File: src/rtl/core_inst_pkg.sv
// Shared definitions for the core instruction sequencer: instruction bit map,
// FSM state codes, field bundle and the idle instruction word.
package core_inst_pkg;

    localparam int AW     = 11;
    localparam int INST_W = 54;

    localparam int B_SRAM_RESET = 53;
    localparam int B_OUT_EN     = 52;
    localparam int B_CEN_PMEM2  = 51;
    localparam int B_WEN_PMEM2  = 50;
    localparam int B_A_PMEM2    = 39;
    localparam int B_CHIP_SEL   = 38;
    localparam int B_RELU       = 34;
    localparam int B_ACC        = 33;
    localparam int B_CEN_PMEM   = 32;
    localparam int B_WEN_PMEM   = 31;
    localparam int B_A_PMEM     = 20;
    localparam int B_CEN_XMEM   = 19;
    localparam int B_WEN_XMEM   = 18;
    localparam int B_A_XMEM     = 7;
    localparam int B_OFIFO_RD   = 4;
    localparam int B_L0_WR      = 3;
    localparam int B_L0_RD      = 2;
    localparam int B_EXECUTE    = 1;
    localparam int B_LOAD       = 0;

    // All SRAM enables/write-enables are active-low, so idle means they are high.
    localparam logic [INST_W-1:0] IDLE_WORD =
        (54'd1 << B_CEN_PMEM2) | (54'd1 << B_WEN_PMEM2) |
        (54'd1 << B_CEN_PMEM)  | (54'd1 << B_WEN_PMEM)  |
        (54'd1 << B_CEN_XMEM)  | (54'd1 << B_WEN_XMEM);

    typedef logic [3:0] state_t;
    localparam state_t ST_IDLE = 4'd0;
    localparam state_t ST_CLR  = 4'd1;
    localparam state_t ST_WLD  = 4'd2;
    localparam state_t ST_KLD  = 4'd3;
    localparam state_t ST_ACT  = 4'd4;
    localparam state_t ST_DRN  = 4'd5;
    localparam state_t ST_ACC  = 4'd6;
    localparam state_t ST_OUT  = 4'd7;
    localparam state_t ST_DONE = 4'd8;

    typedef struct packed {
        logic          sram_reset;
        logic          out_en;
        logic          cen_pmem2;
        logic          wen_pmem2;
        logic [AW-1:0] a_pmem2;
        logic          chip_sel;
        logic          relu;
        logic          acc;
        logic          cen_pmem;
        logic          wen_pmem;
        logic [AW-1:0] a_pmem;
        logic          cen_xmem;
        logic          wen_xmem;
        logic [AW-1:0] a_xmem;
        logic          ofifo_rd;
        logic          l0_wr;
        logic          l0_rd;
        logic          execute;
        logic          load;
    } inst_fields_t;

    function automatic inst_fields_t idle_fields();
        inst_fields_t f;
        f           = {$bits(inst_fields_t){1'b0}};
        f.cen_pmem2 = 1'b1;
        f.wen_pmem2 = 1'b1;
        f.cen_pmem  = 1'b1;
        f.wen_pmem  = 1'b1;
        f.cen_xmem  = 1'b1;
        f.wen_xmem  = 1'b1;
        return f;
    endfunction

endpackage

File: src/rtl/core_inst_pack.sv
// Combinational packer from named instruction fields to the 54-bit core word;
// reused by the core-level checker so both agree on the bit map.
module core_inst_pack
    import core_inst_pkg::*;
(
    input  inst_fields_t      fields,
    output logic [INST_W-1:0] word
);

    // Place every field at its bit position; sfp[37:35] and corelet[6:5] stay zero
    always_comb begin
        word                    = {INST_W{1'b0}};
        word[B_SRAM_RESET]      = fields.sram_reset;
        word[B_OUT_EN]          = fields.out_en;
        word[B_CEN_PMEM2]       = fields.cen_pmem2;
        word[B_WEN_PMEM2]       = fields.wen_pmem2;
        word[B_A_PMEM2 +: AW]   = fields.a_pmem2;
        word[B_CHIP_SEL]        = fields.chip_sel;
        word[B_RELU]            = fields.relu;
        word[B_ACC]             = fields.acc;
        word[B_CEN_PMEM]        = fields.cen_pmem;
        word[B_WEN_PMEM]        = fields.wen_pmem;
        word[B_A_PMEM +: AW]    = fields.a_pmem;
        word[B_CEN_XMEM]        = fields.cen_xmem;
        word[B_WEN_XMEM]        = fields.wen_xmem;
        word[B_A_XMEM +: AW]    = fields.a_xmem;
        word[B_OFIFO_RD]        = fields.ofifo_rd;
        word[B_L0_WR]           = fields.l0_wr;
        word[B_L0_RD]           = fields.l0_rd;
        word[B_EXECUTE]         = fields.execute;
        word[B_LOAD]            = fields.load;
    end

endmodule

File: src/rtl/core_inst_seq.sv
// Job sequencer for the systolic core: clears psum banks, runs every tile
// (weight load, kernel load, activations, drain, ping-pong accumulate), then reads out.
module core_inst_seq
    import core_inst_pkg::*;
#(
    parameter int ROW   = 8,
    parameter int COL   = 8,
    parameter int DRAIN = 16
) (
    input  logic              clk,
    input  logic              reset,
    input  logic              start,
    input  logic [3:0]        n_tiles,
    input  logic [AW-1:0]     len,
    input  logic [AW-1:0]     w_base,
    input  logic [AW-1:0]     a_base,
    output logic [INST_W-1:0] inst,
    output logic              busy,
    output logic              done
);

    // Phase counter must reach len (up to 2^AW-1) inclusive.
    localparam int CW = AW + 1;
    localparam logic [CW-1:0] ROW_LAST   = CW'(ROW);
    localparam logic [CW-1:0] COL_LAST   = CW'(COL - 1);
    localparam logic [CW-1:0] DRAIN_LAST = CW'(DRAIN - 1);

    state_t            state_r, state_s;
    logic [CW-1:0]     cnt_r, cnt_s;
    logic [3:0]        t_r, t_s;
    logic [3:0]        nt_r, nt_s;
    logic [AW-1:0]     len_r, len_s;
    logic [AW-1:0]     wb_r, wb_s;
    logic [AW-1:0]     ab_r, ab_s;
    logic [INST_W-1:0] inst_r;
    logic              busy_r, done_r;

    inst_fields_t      f_s;
    logic [INST_W-1:0] word_s;
    logic              in_row_s, in_len_s, nz_s, more_tiles_s;
    logic [AW-1:0]     rd_a_s, wr_a_s;

    assign more_tiles_s = ({1'b0, t_r} + 5'd1) < {1'b0, nt_r};

    // Next state, counters and sampled job configuration
    always_comb begin
        state_s = state_r;
        cnt_s   = cnt_r + CW'(1);
        t_s     = t_r;
        nt_s    = nt_r;
        len_s   = len_r;
        wb_s    = wb_r;
        ab_s    = ab_r;
        case (state_r)
            ST_IDLE: begin
                cnt_s = {CW{1'b0}};
                if (start) begin
                    nt_s  = n_tiles;
                    len_s = len;
                    wb_s  = w_base;
                    ab_s  = a_base;
                    t_s   = 4'd0;
                    if ((n_tiles != 4'd0) && (len != {AW{1'b0}})) begin
                        state_s = ST_CLR;
                    end else begin
                        state_s = ST_DONE;
                    end
                end else begin
                    state_s = ST_IDLE;
                end
            end
            ST_CLR: begin
                state_s = ST_WLD;
                cnt_s   = {CW{1'b0}};
            end
            ST_WLD: begin
                if (cnt_r == ROW_LAST) begin
                    state_s = ST_KLD;
                    cnt_s   = {CW{1'b0}};
                end else begin
                    state_s = ST_WLD;
                end
            end
            ST_KLD: begin
                if (cnt_r == COL_LAST) begin
                    state_s = ST_ACT;
                    cnt_s   = {CW{1'b0}};
                end else begin
                    state_s = ST_KLD;
                end
            end
            ST_ACT: begin
                if (cnt_r == {1'b0, len_r}) begin
                    state_s = ST_DRN;
                    cnt_s   = {CW{1'b0}};
                end else begin
                    state_s = ST_ACT;
                end
            end
            ST_DRN: begin
                if (cnt_r == DRAIN_LAST) begin
                    state_s = ST_ACC;
                    cnt_s   = {CW{1'b0}};
                end else begin
                    state_s = ST_DRN;
                end
            end
            ST_ACC: begin
                if (cnt_r == {1'b0, len_r}) begin
                    cnt_s = {CW{1'b0}};
                    if (more_tiles_s) begin
                        state_s = ST_WLD;
                        t_s     = t_r + 4'd1;
                        wb_s    = wb_r + AW'(ROW);
                        ab_s    = ab_r + len_r;
                    end else begin
                        state_s = ST_OUT;
                    end
                end else begin
                    state_s = ST_ACC;
                end
            end
            ST_OUT: begin
                if (cnt_r == {1'b0, len_r}) begin
                    state_s = ST_DONE;
                    cnt_s   = {CW{1'b0}};
                end else begin
                    state_s = ST_OUT;
                end
            end
            ST_DONE: begin
                state_s = ST_IDLE;
                cnt_s   = {CW{1'b0}};
            end
            default: begin
                state_s = ST_IDLE;
                cnt_s   = {CW{1'b0}};
            end
        endcase
    end

    assign in_row_s = cnt_s < ROW_LAST;
    assign in_len_s = cnt_s < {1'b0, len_s};
    assign nz_s     = cnt_s != {CW{1'b0}};
    assign rd_a_s   = in_len_s ? cnt_s[AW-1:0] : {AW{1'b0}};
    assign wr_a_s   = nz_s ? (cnt_s[AW-1:0] - AW'(1)) : {AW{1'b0}};

    // Instruction fields for the cycle being entered (inst has no extra lag)
    always_comb begin
        f_s = idle_fields();
        case (state_s)
            ST_CLR: f_s.sram_reset = 1'b1;
            ST_WLD: begin
                f_s.cen_xmem = ~in_row_s;
                f_s.a_xmem   = in_row_s ? (wb_s + cnt_s[AW-1:0]) : {AW{1'b0}};
                f_s.l0_wr    = nz_s;
            end
            ST_KLD: begin
                f_s.load  = 1'b1;
                f_s.l0_rd = 1'b1;
            end
            ST_ACT: begin
                f_s.cen_xmem = ~in_len_s;
                f_s.a_xmem   = in_len_s ? (ab_s + cnt_s[AW-1:0]) : {AW{1'b0}};
                f_s.l0_wr    = nz_s;
                f_s.execute  = nz_s;
            end
            ST_ACC: begin
                f_s.chip_sel = t_s[0];
                f_s.relu     = ({1'b0, t_s} + 5'd1) == {1'b0, nt_s};
                f_s.ofifo_rd = in_len_s;
                f_s.acc      = in_len_s;
                // Odd tiles read pmem2 and write pmem1; even tiles the reverse
                if (t_s[0]) begin
                    f_s.cen_pmem2 = ~in_len_s;
                    f_s.a_pmem2   = rd_a_s;
                    f_s.cen_pmem  = ~nz_s;
                    f_s.wen_pmem  = ~nz_s;
                    f_s.a_pmem    = wr_a_s;
                end else begin
                    f_s.cen_pmem  = ~in_len_s;
                    f_s.a_pmem    = rd_a_s;
                    f_s.cen_pmem2 = ~nz_s;
                    f_s.wen_pmem2 = ~nz_s;
                    f_s.a_pmem2   = wr_a_s;
                end
            end
            ST_OUT: begin
                f_s.chip_sel = nt_s[0];
                f_s.out_en   = nz_s;
                if (nt_s[0]) begin
                    f_s.cen_pmem2 = ~in_len_s;
                    f_s.a_pmem2   = rd_a_s;
                end else begin
                    f_s.cen_pmem = ~in_len_s;
                    f_s.a_pmem   = rd_a_s;
                end
            end
            default: f_s = idle_fields();
        endcase
    end

    core_inst_pack u_pack (
        .fields (f_s),
        .word   (word_s)
    );

    // State, counters, job configuration and registered outputs
    always_ff @(posedge clk) begin
        if (reset) begin
            state_r <= ST_IDLE;
            cnt_r   <= {CW{1'b0}};
            t_r     <= 4'd0;
            nt_r    <= 4'd0;
            len_r   <= {AW{1'b0}};
            wb_r    <= {AW{1'b0}};
            ab_r    <= {AW{1'b0}};
            inst_r  <= IDLE_WORD;
            busy_r  <= 1'b0;
            done_r  <= 1'b0;
        end else begin
            state_r <= state_s;
            cnt_r   <= cnt_s;
            t_r     <= t_s;
            nt_r    <= nt_s;
            len_r   <= len_s;
            wb_r    <= wb_s;
            ab_r    <= ab_s;
            inst_r  <= word_s;
            busy_r  <= (state_s != ST_IDLE) && (state_s != ST_DONE);
            done_r  <= state_s == ST_DONE;
        end
    end

    assign inst = inst_r;
    assign busy = busy_r;
    assign done = done_r;

endmodule

File: config.mk
export PLATFORM = sky130hd
export DESIGN_NAME = core_inst_seq
export DESIGN_NICKNAME = d
export VERILOG_FILES = /design/src/rtl/core_inst_pkg.sv /design/src/rtl/core_inst_pack.sv /design/src/rtl/core_inst_seq.sv
export SDC_FILE = /design/constraint.sdc
export NUM_CORES = 1
export LEC_CHECK = 0
export ABC_CLOCK_PERIOD_IN_PS = 14300
export CAP_MARGIN = 10
export CELL_PAD_IN_SITES_DETAIL_PLACEMENT = 0
export CELL_PAD_IN_SITES_GLOBAL_PLACEMENT = 1
export CORE_MARGIN = 4
export CORE_UTILIZATION = 45
export CTS_CLUSTER_SIZE = 24
export DETAILED_ROUTE_END_ITERATION = 12
export PLACE_DENSITY = 0.95
export RECOVER_POWER = 100
export SYNTH_ARGS = -nofsm -noshare
export SYNTH_HDL_FRONTEND = slang
export SYNTH_SLANG_ARGS = --single-unit
File: constraint.sdc
create_clock -name clk -period 14.3 [get_ports clk]
set_clock_uncertainty 0.05 [all_clocks]
set_input_delay 2.86 -clock clk [delete_from_list [all_inputs] [get_ports clk]]
set_output_delay 2.86 -clock clk [all_outputs]
set_load 0.005 [all_outputs]
==> qor.yml, run 1 <==
yosys:
  synth_seq_cells: 105
  synth_edf_count: 0
  syn_avg_cell_area_um2: 8.054
  ys_types: 77
  yosysWarnings: 0
  syn_area_um2: 6990
  syn_inst: 868
  synth-seq-area-share_pct: 30.07
  async_flop_share_pct: 0
  ys.flop_type: "dfxtp_1"
pwr:
  p_comb_share_pct: 20.6
  clkPwrFrac_pct: 34.6
  p_int_uw: 483.7
  p_sw_uw: 215.7
  p_leak_nw: 3.410
  power-per-cell-area_nw_per_um2: 85.72
  p_sw_share_pct: 30.84
  peakVddDrop_uv: 71.59
  seqPwrFrac_pct: 44.8
grt:
  grt_pass1_wl_um: 31440
  grt_pass1_vias: 6179
  grtUsageTotal_pct: 22.03
  grt-ovfl-total: 0
  grt_max_degree: 78
  antenna_found_initial: 0
sta:
  worst_slew_pin_slew_ps: 3620
  hold_viol: 0
  slew_headroom_pct: -141.4
  hold_ws_ps: 416.7
  rsz0062_at_grt: "no"
  maxSlewViolCount: 137
  finalCritPeriodShare_pct: 58.61
  setup_viol: 0
  min_period_ps: 8381
  fmax_mhz: 119.3
  setup_tns_ps: 0
worst_setup_path:
  cp_max_fo: 32
  required_ps: 14500
  r2r_start: "state_r[1]"
  start_kind: "primary input"
  crit_path_end_kind: "register"
  cp.arrival_ps: 8580
  worst-setup-path-type: "in -> reg"
  setup.worst_path.start: "start"
placed_design:
  place.gp.congestion: 0.9141
  dp.cells: 1105
  io_buffers: 89
  hpwlAfterDp_um: 14740
  placed_area_um2: 7935
clock_tree:
  cts_resized: 0
  cts_tree: "done"
  clkTransAtPathRegs_ps: 70
  cts_buffer_depth: 2
  cts_setup_buffers: 0
  cts_hold_buf: 0
  cts_made_buffers: 9
  htree_num_levels: 3
  cts_root_buf: "clkbuf_16"
  cts.sink_count: 105
  clk_latency_ps: 370
layout:
  antenna_cells: 0
  final_nets: 1020
  design_area_um2: 8159
  fillers: 1462
  final_cells: 1121
  final_common_cell: "dfxtp_1"
  final_cell_mix: "105 x dfxtp_1, 94 x nor2_1, 89 x nand2_1"
  area_delta_synth_final_pct: 16.72
  drive_above_1_share_pct: 5.145
route:
  route.met2.wl_um: 9066
  num_vias: 6590
  m1WireLength_um: 8861
  drcViolationCount: 0
  drt-vias-per-instance: 5.879
  routed_wl_um: 19530
  top_layer_used: "met4"
  drt_iter0_markers: 417
  drtAntennaViolNets: 0
  dr.pass1.iters: 5
  wl_per_cell_um: 17.42
  wl_met3_um: 968
floorplan:
  core-area_um2: 15200
  die_w_um: 132.6
  row_count: 45
  initial_core_util_pct: 45.98
  die_area_um2: 17590
  ios: 96
  die_h_um: 132.6
run:
  max-cap-violations: 4
min_path:
  hold_start: "wb_r[1]"
  hold_path_class: "reg -> reg"
status:
  violations: "capacitance limit, slew limit"
  status: "finished, violations left"
## cells by family after synthesis
family | share of synthesized area [%]
AND/OR/NAND/NOR | 24.95
multiplexers | 3.365
XOR/XNOR | 7.231
buffers and inverters | 5.495
flip-flops | 30.07
adder cells (fa/ha/maj) | 9.630
AO/OA/AOI/OAI | 19.15
other | 0.1074
## worst paths after layout
kind               to  slack, ps  cells past startpoint
max          inst[16]       5920                     12
min           wb_r[1]        420                      2
max reg2reg  inst[16]       8000                     12
min reg2reg   wb_r[1]        420                      2
## stage by stage
step | total power [mW] | utilization, % | setup slack, ps
final | 0.6994 | 53.67 | 5919
after global routing | 0.7310 | 53.67 | 5474
after CTS | 0.7046 | 54.03 | 7685
after detailed placement | 0.4635 | 52.20 | 7317
after global placement | 0.4625 | 52.20 | 7462
after floorplan | 0.4194 | - | 7765
## power by group through the flow
stage,clock network (mW),logic (mW),registers (mW)
2_1_floorplan,0,0.104,0.316
3_3_place_gp,0,0.143,0.320
3_5_place_dp,0,0.144,0.320
4_1_cts,0.247,0.145,0.313
5_1_grt,0.257,0.160,0.315
6_report,0.242,0.144,0.313
## worst max-delay path: stages
cell           delay [ps]
dlygate4sd3_1         790
and2_0                620
clkbuf_1             1260
mux2i_1               270
ha_1                  300
a211oi_1              240
o21ai_0               120
a311oi_1              260
o21ai_0               460
nor3_1                960
o21ai_0               230
a21oi_1               200
## synthesized netlist by cell type (5+ instances only)
library cell	n	area [µm²]
clkbuf_1	29	108.9
nor3b_1	5	37.54
ha_1	49	613.1
nand2_1	89	334.1
and3_1	7	43.79
nor2_1	94	352.8
nor4_1	15	93.84
a31oi_1	18	112.6
a211oi_1	5	37.54
o211ai_1	8	60.06
o31ai_1	5	37.54
buf_4	8	60.06
mux2i_1	19	190.2
inv_1	30	112.6
buf_2	8	40.04
nand2b_1	7	43.79
xor2_1	20	175.2
o22ai_1	7	43.79
a21o_1	9	67.56
a21oi_1	47	235.2
a22oi_1	16	120.1
or3_1	10	62.56
o21ai_1	5	25.02
o21ai_0	29	145.1
nand3_1	26	130.1
nor3_1	37	185.2
nand4_1	6	37.54
dfxtp_1	105	2102
and2_1	6	37.54
nor2b_1	25	156.4
xnor2_1	34	297.8
## routing by layer
layer  global-route usage [%]  up-vias
met5                        0        -
met4                    8.776        0
met3                    4.753       42
met2                    36.61      205
met1                    27.89     3110
li1                         -     3233
## cell type report
type                    count  area, µm²  area share (%)
multi-input cells         682       4478           54.88
repair buffers             97      938.4           11.50
clock buffers              10      229.0           2.806
well taps                 188      235.2           2.883
inverters                  33      126.4           1.549
flip-flops and latches    105       2102           25.76
clock inverters             6      50.05          0.6134
## flip-flops by register name, summed over array words and instances, names as in the netlist
name and count:
wb_r 11, nt_r 4, inst 46, ab_r 11, done 1, t_r 4, len_r 11, state_r 4
cnt_r 12, busy 1
No activity file was read; power rests on OpenSTA's default activity.
==> run 2: changes to the inputs <==
ABC_CLOCK_PERIOD_IN_PS = 7600   (was 14300)
CORE_UTILIZATION = 37   (was 45)
PLACE_DENSITY = 0.85   (was 0.95)
clock period = 7.6 ns   (was 14.3 ns; I/O delays follow)
==> qor.yml, run 2 (synthesis results as in run 1) <==
clock_tree:
  cts_buffer_depth: 2  # unchanged
  cts_made_buffers: 9  # unchanged
  cts_setup_buffers: 0  # unchanged
  cts_root_buf: "clkbuf_16"
  cts_resized: 0  # unchanged
  cts.sink_count: 105  # unchanged
  htree_num_levels: 3  # unchanged
  cts_hold_buf: 0  # unchanged
  cts_tree: "done"
  clk_latency_ps: 370  # about the same
  clkTransAtPathRegs_ps: 70  # about the same
layout:
  area_delta_synth_final_pct: 17.13
  fillers: 1933  # +32%
  largest_register_ff_count: 46  # unchanged
  drive_above_1_share_pct: 4.287  # -0.86 points
  seqCellArea_um2: 2102  # unchanged
  final_cells: 1167  # +4.1%
  final_nets: 1020  # unchanged
  multiInputGateArea_um2: 4449  # -0.64%
  antenna_cells: 0  # unchanged
  final_common_cell: "dfxtp_1"
  final_cell_mix: "105 x dfxtp_1, 94 x nor2_1, 89 x nand2_1"
floorplan:
  die_area_um2: 21160  # +20%
  die_h_um: 145.5  # +9.7%
  core-area_um2: 18640  # +23%
  ios: 96  # unchanged
  row_count: 50  # +11%
  die_w_um: 145.5  # +9.7%
  initial_core_util_pct: 37.50  # -8.5 points
worst_setup_path:
  cp.arrival_ps: 6670  # -1910 ps
  cp_cell_sequence: "xnor2_1 > nand4_1 > or3_1 > a31oi_1 > nor2_1 > ha_1 > a211oi_1 > o21ai_0 > and3_1 > a311oi_1 > o21ai_1 > nor3_2 > a22oi_1 > nor2_1"
  cp_common_cell: "nor2_1"
  required_ps: 7850  # -6650 ps
  cp_max_fo: 19  # -41%
  crit_buf_inv: 0  # -2
  worst-setup-path-type: "reg -> reg"
  max_stage_delay_ps: 1450  # +190 ps
  crit_path_end_kind: "register"
  crit_slowest_cell: "a31oi_1"
  cpLargestDelayFamily: "simple AND/OR/NAND/NOR gates"
  start_kind: "register"
pwr:
  peakVddDrop_uv: 132.1  # +84%
  power-per-cell-area_nw_per_um2: 160.2  # +87%
  p_leak_nw: 3.425  # +0.44%
grt:
  antenna_found_initial: 0  # unchanged
  grt-ovfl-total: 0  # unchanged
  grt.met1_usage_pct: 24.10  # -3.8 points
  grt_pass1_vias: 6122  # -0.92%
  grtUsageTotal_pct: 18.48  # -3.5 points
  grt_pass1_wl_um: 31790  # +1.1%
  use_met2_pct: 30.87  # -5.7 points
  busiest_layer: "met2"
  grt_max_degree: 78  # unchanged
  grt_use_met3_pct: 4.142  # -0.61 points
status:
  status: "finished, violations left"
  violations: "capacitance limit, slew limit"
route:
  num_vias: 6398  # -2.9%
  dr.pass1.iters: 5  # unchanged
  drt-vias-per-instance: 5.482  # -6.7%
  routed_wl_um: 19760  # +1.2%
  drt_iter0_markers: 347  # -17%
  wl_per_cell_um: 16.93  # -2.8%
  drtAntennaViolNets: 0  # unchanged
  drcViolationCount: 0  # unchanged
sta:
  maxSlewViolCount: 46  # -66%
  fmax_mhz: 155.7
  final.setup.worst_slack_ps: 1179  # -4740 ps
  min_period_ps: 6421
  finalCritPeriodShare_pct: 84.48
  slew_headroom_pct: -37.05  # +100 points
  rsz0062_at_grt: "no"
  hold_ws_ps: 420.3  # +3.539 ps
  worst_slew_pin_slew_ps: 2037  # -1583 ps
  setup_tns_ps: 0  # unchanged
  hold_viol: 0  # unchanged
  setup_viol: 0  # unchanged
placed_design:
  io_buffers: 89  # unchanged
  hpwlAfterDp_um: 15140  # +2.7%
  dp.cells: 1151  # +4.2%
  pre_cts_ws_ps: 1954  # -5364 ps
  place.gp.congestion: 0.8773  # -4.0%
min_path:
  hold_path_class: "reg -> reg"
run:
  max-cap-violations: 3  # -1
==> run 2: per-stage QoR <==
stage / total power, mW / utilization (%) / instance area [µm²]
6_report: 1.311 / 43.92 / 8188
2_1_floorplan: 0.7891 / - / 7005
3_3_place_gp: 0.8739 / 42.87 / 7993
4_1_cts: 1.329 / 44.37 / 8272
5_1_grt: 1.372 / 43.92 / 8188
3_5_place_dp: 0.8749 / 42.87 / 7993
==> run 2: final timing paths <==
check	from	to	slack [ps]	cells after the start
setup / recovery	cnt_r[4]	inst[15]	1180	14
hold / removal	wb_r[2]	wb_r[2]	420	2
setup reg to reg	cnt_r[4]	inst[15]	1180	14
hold reg to reg	wb_r[2]	wb_r[2]	420	2
==> run 2: layer usage <==
| layer | routed length, µm | vias to the layer above |
|---|---|---|
| li1 | - | 3219 |
| met1 | 9277 | 3001 |
| met2 | 9187 | 157 |
| met3 | 922 | 21 |
| met4 | 367 | 0 |
| met5 | 0 | - |
==> run 2: final cells by class <==
type	instances	area share, %
clock buffers	10	2.796
clock inverters	6	0.6112
inverters	33	1.543
multi-input cells	682	54.34
flip-flops and latches	105	25.67
well taps	234	3.576
repair buffers	97	11.46
==> run 2: worst min-delay path, delay by kind of cell (launching register included) <==
family / cells / cell delay (ps)
AOI/OAI and AO/OA: 1 / 60
and+or+nand+nor: 1 / 60
DFF: 1 / 300
==> run 2: where the power goes <==
| group | switching, mW | internal (mW) |
|---|---|---|
| Sequential | 0.0181 | 0.570 |
| Combinational | 0.158 | 0.111 |
| Clock | 0.228 | 0.226 |
| Total | 0.404 | 0.907 |
